File: src/rtl/user_module_encode_search_decoder.sv
// Brute-force inverse of a 5-bit encoder: searches candidates 0..31 until E(x) matches the latched code.
// Optional nomatch flag on io_out[7] is enabled by defining USER_MODULE_DECODE_NOMATCH_EN.
module user_module_encode_search_decoder (
  input  logic [7:0] io_in,
  output logic [7:0] io_out
);

  typedef enum logic [1:0] {IDLE, SEARCH, DONE} state_t;

  logic       w_clk;
  logic       w_rst_n;
  logic       w_start;
  logic [4:0] w_code;

  assign w_clk   = io_in[0];
  assign w_rst_n = io_in[1];
  assign w_start = io_in[2];
  assign w_code  = io_in[7:3];

  state_t     r_state;
  state_t     w_state_nxt;
  logic [4:0] r_cand;
  logic [4:0] r_code;
  logic [4:0] r_result;
  logic       r_busy;
  logic       r_done;
  logic [4:0] w_enc;
  logic       w_match;
  logic       w_last;

  function automatic logic [4:0] enc(input logic [4:0] x);
    logic a, b, c, d, e, t, u, v, y0, y1, y2, y3, y4;
    a  = x[0]; b = x[1]; c = x[2]; d = x[3]; e = x[4];
    t  = a ^ e;
    u  = b ^ c;
    v  = d ^ e;
    y4 = v ^ (~t & b);
    y0 = t ^ (~b & c) ^ y4;
    y1 = t ^ (~b & c) ^ b ^ (~u & d);
    y2 = ~(u ^ (~d & e));
    y3 = u ^ (~d & e) ^ d ^ (~v & t);
    return {y4, y3, y2, y1, y0};
  endfunction

  assign w_enc   = enc(r_cand);
  assign w_match = (w_enc == r_code);
  assign w_last  = (r_cand == 5'd31);

  always_comb begin
    w_state_nxt = r_state;
    case (r_state)
      IDLE, DONE: if (w_start) w_state_nxt = SEARCH;
      SEARCH:     if (w_match || w_last) w_state_nxt = DONE;
      default:    w_state_nxt = IDLE;
    endcase
  end

  always_ff @(posedge w_clk or negedge w_rst_n) begin
    if (!w_rst_n) begin
      r_state  <= IDLE;
      r_cand   <= 5'd0;
      r_code   <= 5'd0;
      r_result <= 5'd0;
      r_busy   <= 1'b0;
      r_done   <= 1'b0;
    end else begin
      r_state <= w_state_nxt;
      r_busy  <= (w_state_nxt == SEARCH);
      case (r_state)
        IDLE, DONE: begin
          if (w_start) begin
            r_code <= w_code;
            r_cand <= 5'd0;
            r_done <= 1'b0;
          end
        end
        SEARCH: begin
          // result keeps its previous value until the search concludes
          if (w_match) begin
            r_result <= r_cand;
            r_done   <= 1'b1;
          end else if (w_last) begin
            r_result <= 5'd0;
            r_done   <= 1'b1;
          end else begin
            r_cand <= r_cand + 5'd1;
          end
        end
        default: ;
      endcase
    end
  end

`ifdef USER_MODULE_DECODE_NOMATCH_EN
  logic r_nomatch;

  always_ff @(posedge w_clk or negedge w_rst_n) begin
    if (!w_rst_n) begin
      r_nomatch <= 1'b0;
    end else if ((r_state == IDLE || r_state == DONE) && w_start) begin
      r_nomatch <= 1'b0;
    end else if (r_state == SEARCH && !w_match && w_last) begin
      r_nomatch <= 1'b1;
    end
  end

  assign io_out[7] = r_nomatch;
`else
  assign io_out[7] = 1'b0;
`endif

  assign io_out[6]   = r_done;
  assign io_out[5]   = r_busy;
  assign io_out[4:0] = r_result;

endmodule

File: config.mk
export PLATFORM = sky130hd
export DESIGN_NAME = user_module_encode_search_decoder
export DESIGN_NICKNAME = d
export VERILOG_FILES = /design/src/rtl/user_module_encode_search_decoder.sv
export SDC_FILE = /design/constraint.sdc
export NUM_CORES = 1
export LEC_CHECK = 0
export CAP_MARGIN = 20
export CORE_MARGIN = 4
export CORE_UTILIZATION = 35
export DETAILED_ROUTE_END_ITERATION = 10
export GPL_TIMING_DRIVEN = 0
export PLACE_DENSITY = 0.67
export SETUP_SLACK_MARGIN = 0.05
export SYNTH_ARGS = -nofsm -noshare
export SYNTH_HDL_FRONTEND = slang
export SYNTH_SLANG_ARGS = --single-unit
File: constraint.sdc
create_clock -name io_in -period 4.67 [get_ports io_in]
set_input_delay 0.934 -clock io_in [delete_from_list [all_inputs] [get_ports io_in]]
set_output_delay 0.934 -clock io_in [all_outputs]
set_load 0.02 [all_outputs]
==> PnR_summary.wiki, run 1 <==
{| class="wikitable"
! Metric !! Value
|-
| Setup slack of the most critical reg-to-reg path || 2.27 ns
|-
| Cell family with most CP delay || buffers and inverters
|-
| Worst setup timing slack at the placement stage || 1.46 ns
|-
| Drt pass-1 iters || 4
|-
| Distinct cell type count of the synthesized netlist || 34
|-
| Clock tree from TritonCTS || yes
|-
| Unrepaired setup endpoints after global routing || no
|-
| Worst-path clk slew || 0.11 ns
|-
| Number of synthesized register bits || 19
|-
| Net count of the finished layout || 133
|-
| Fraction of final layout cells sized beyond drive strength 1 || 0.260
|-
| Synthesized netlist cell count || 96
|-
| Via count of the first global-routing pass || 1072
|-
| Y dimension of the die || 63.9 µm
|-
| Worst hold slack || -0.339 ns
|-
| Asr flop ratio synth || 1.00
|-
| Number of synthesis warnings || 0
|-
| Cell type with the highest occurrence count on the critical path || clkbuf_4
|-
| Layout Cell Area excl Fill || 1370 µm²
|-
| Slew at the pin closest to its max-slew limit || between 0.5 and 0.6 ns
|-
| Final number of max-transition violations || 0
|-
| Width of the die || approximately 64 µm
|-
| Crit Path Class || clk -> reg
|-
| Relative slew slack || 0.630
|-
| Synth Flop Type || dfrtp_1
|-
| Fill count || about 290
|-
| Met3 usage in global routing || 0.135
|-
| Cell count after placement || around 150
|-
| Maximum cell stage delay along the critical path || around 0.32 ns
|-
| Top cells by area, synth || dfrtp_1, ha_1, xnor2_1, mux2i_1, mux2_2
|-
| Global route total overflow || 0
|-
| Die footprint || just over 4000 µm²
|-
| Kind of capture point of the worst setup path || register
|-
| Top-count cell post-synth || dfrtp_1
|-
| Highest net fanout along the worst path || 5
|-
| Post-route ant nets || 0
|-
| Design internal power || ~0.00043 W
|-
| Vias per inst || 4.80
|-
| Pleak || ~0.62 nW
|-
| Startpoint Class || clock port
|-
| Max-cap violations || 0
|-
| Post-cts gate resize count || 0
|-
| Switching power summed over all nets || approximately 0.00025 W
|-
| Dominant cell type by area after synthesis || dfrtp_1
|-
| # Post-CTS Setup Buffers || 0
|-
| Post-Syn Nets || 109
|-
| Routing layer with the top usage in global route || met4
|-
| Placed cell area || ~1200 µm²
|-
| First-iteration detailed-routing DRC count || between 50 and 60
|-
| Clock network latency to the later pin of the worst-skew pair || 0.30 ns
|-
| Number of enable flip-flop cells after synthesis || 0
|-
| Total vias in the final route || roughly 800
|-
| Critical path data arrival time || around 3.6 ns
|-
| PnR worst setup slack || about 1.3 ns
|-
| Wirelength per Cell || around 13 µm
|-
| Min-delay worst type || clk -> async
|-
| First-pass GRT wire length || about 4000 µm
|-
| DPL Wire Length || 1460 µm
|-
| Number of buffer and inverter instances along the worst setup path || 7
|-
| Ordered cell list for the critical path || clkbuf_4 > clkbuf_4 > nand2b_1 > clkbuf_4 > clkbuf_4 > clkbuf_1 > clkbuf_4 > clkbuf_4 > mux2_1
|-
| Total power draw || approximately 0.00068 W
|-
| GRT Resource Usage Total || 0.141
|-
| Wirelength, routed || 2210 µm
|-
| Sequential group share of total power || 0.261
|-
| Violated checks || negative hold slack
|-
| Synth top area share || 0.435
|-
| Setup skew after layout || around 0.0058 ns
|-
| Maximum number of pins on one net before global-route repair || 12
|-
| Initial antenna violation count || 0
|-
| Maximum resistive drop on vdd || 0.000171 V
|-
| Cell with the largest stage delay on the worst path || mux2_1
|-
| Mean cell area of the mapped netlist || between 10 and 15 µm²
|-
| Most common library cells after synthesis || dfrtp_1, nand2_1, xnor2_1
|-
| Post-layout instance count excluding filler cells || between 150 and 200
|-
| Req. time, crit path || roughly 4.9 ns
|-
| Met2 Resource Use GR || 0.155
|-
| Final count of negative-setup-slack endpoints || 0
|-
| Met1 Use GR || 0.118
|-
| Number of buffers inserted by port buffering || 7
|-
| Area overhead of the layout relative to synthesis || 25.3%
|-
| Top-Level Pins || 16
|-
| Mapped Area || ~1100 µm²
|-
| Floorplan Core Area || just over 3000 µm²
|-
| Final count of hold timing violations || 24
|-
| Share of power burned in the clock network || 0.737
|-
| Effective utilization at floorplan || 0.361
|-
| Share of power burned in combinational logic || 0.002
|-
| # DRC || 0
|-
| Summed negative setup slack over all endpoints || 0 ns
|-
| Routability congestion estimate || slightly below 0.8
|-
| Result of the run || complete, but fails checks
|-
| Power density over cell area || ~500 nW/µm²
|-
| Fraction of the yosys area taken by sequential cells || 0.435
|-
| Number of standard-cell rows in the floorplan || 20
|-
| Switching fraction of total power || 0.366
|-
| Antenna diode instance count || 0
|-
| Hold buffer count at CTS || 0
|}
==> power groups by stage <==
| stage | clock, W | sequential, W | combinational [W] |
|---|---|---|---|
| after detailed placement | 0.000123 | 0.000182 | 0.00000134 |
| after CTS | 0.000526 | 0.000176 | 0.00000134 |
| after floorplan | 0.000123 | 0.000182 | 0.00000134 |
| after global routing | 0.000574 | 0.000176 | 0.00000146 |
| final | 0.000498 | 0.000176 | 0.00000136 |
| after global placement | 0.000123 | 0.000182 | 0.00000134 |
==> stage by stage <==
step / hold slack (ns) / util
after floorplan: -0.296 / -
after global placement: -0.296 / 0.402
after detailed placement: -0.296 / 0.402
after CTS: -0.329 / 0.452
after global routing: -0.335 / 0.452
final: -0.339 / 0.452
==> cell usage in the layout (no fill, tap or decap), types with 2 or more instances in the layout <==
cell,instances
a21oi_1,2
a22o_1,5
buf_4,3
clkbuf_1,3
clkbuf_4,15
clkdlybuf4s50_1,7
dfrtp_1,19
ha_1,5
inv_1,4
mux2_1,2
mux2_2,4
mux2i_1,5
nand2_1,11
nor2_1,3
nor2b_1,3
o31ai_1,2
xnor2_1,7
xor2_1,2
==> layer usage <==
metal,vias to the layer above,wire (µm)
met1,379,960
met5,-,0
met2,33,993
met4,0,85
met3,8,168
li1,381,-
==> registers in the layout, indices dropped and copies added (netlist names) <==
signal,cells
r_busy,1
r_cand,5
r_code,5
r_done,1
r_result,5
r_state,2
==> path summary, 6_finish.rpt <==
kind                            cells after the start       from        end
min in group io_in                                  1   io_in[7]  r_code[4]
worst min-delay path                                2   io_in[1]  r_cand[4]
worst max-delay path                                9   io_in[2]  r_code[3]
worst max register to register                      9  r_cand[1]  r_cand[2]
worst min register to register                      2     r_done     r_done
max in group asynchronous                           2   io_in[1]  r_cand[2]
==> layout make-up <==
cell class                      instances  area, µm²  share of cell area
Multi-Input combinational cell         69        576               0.420
Sequential cell                        19        475               0.347
Clock buffer                           17        120              0.0878
Timing Repair Buffer                    7       70.1              0.0512
Tap cell                               44       55.1              0.0402
Clock inverter                          3       31.3              0.0229
Buffer                                  4       26.3              0.0192
Inverter                                4       15.0              0.0110
==> worst reg2reg max path: cells and delay by family (launching register included) <==
family	cells	cell delay (ns)
buffers and inverters	1	0.12
multiplexers	1	0.20
AO/OA/AOI/OAI	3	0.66
AND/OR/NAND/NOR	2	0.37
flip-flops	1	0.48
adder cells (fa/ha/maj)	1	0.26
XOR/XNOR	1	0.22
==> logic make-up after synthesis <==
kind of cell	count (synthesis)	synth area share
simple gates	29	0.167
xor+xnor	10	0.0871
flops	19	0.435
fa+ha+maj	5	0.0573
buf+inv	8	0.0378
compound gates	13	0.104
other cells	1	0.00343
mux	11	0.108
(Power assumes the default switching activity.)
==> inputs of run 2 (changes only) <==
- clock period: 4.67 -> 3.5 ns (I/O delays scaled with it)
==> results of run 2 <==
The final DEF is identical to that of run 1. Status: complete, but fails checks: negative hold slack.
Among the figures that moved: setup slack after placement 1.46 ns -> 0.874 ns; setup slack after layout 1.27 ns -> 0.689 ns; register-to-register setup slack 2.27 ns -> 1.10 ns; total power 0.000675 W -> 0.000901 W; worst IR drop on VDD 0.000171 V -> 0.000229 V
==> inputs of run 3 (changes only) <==
- clock period: 3.5 -> 2.8 ns (I/O delays scaled with it)
==> results of run 3 <==
The final DEF is identical to that of run 1. Status: complete, but fails checks: negative hold slack.
Among the figures that moved: setup slack after placement 1.46 ns -> 0.432 ns; setup slack after layout 1.27 ns -> 0.339 ns; register-to-register setup slack 2.27 ns -> 0.40 ns; total power 0.000675 W -> 0.00113 W; worst IR drop on VDD 0.000171 V -> 0.000286 V
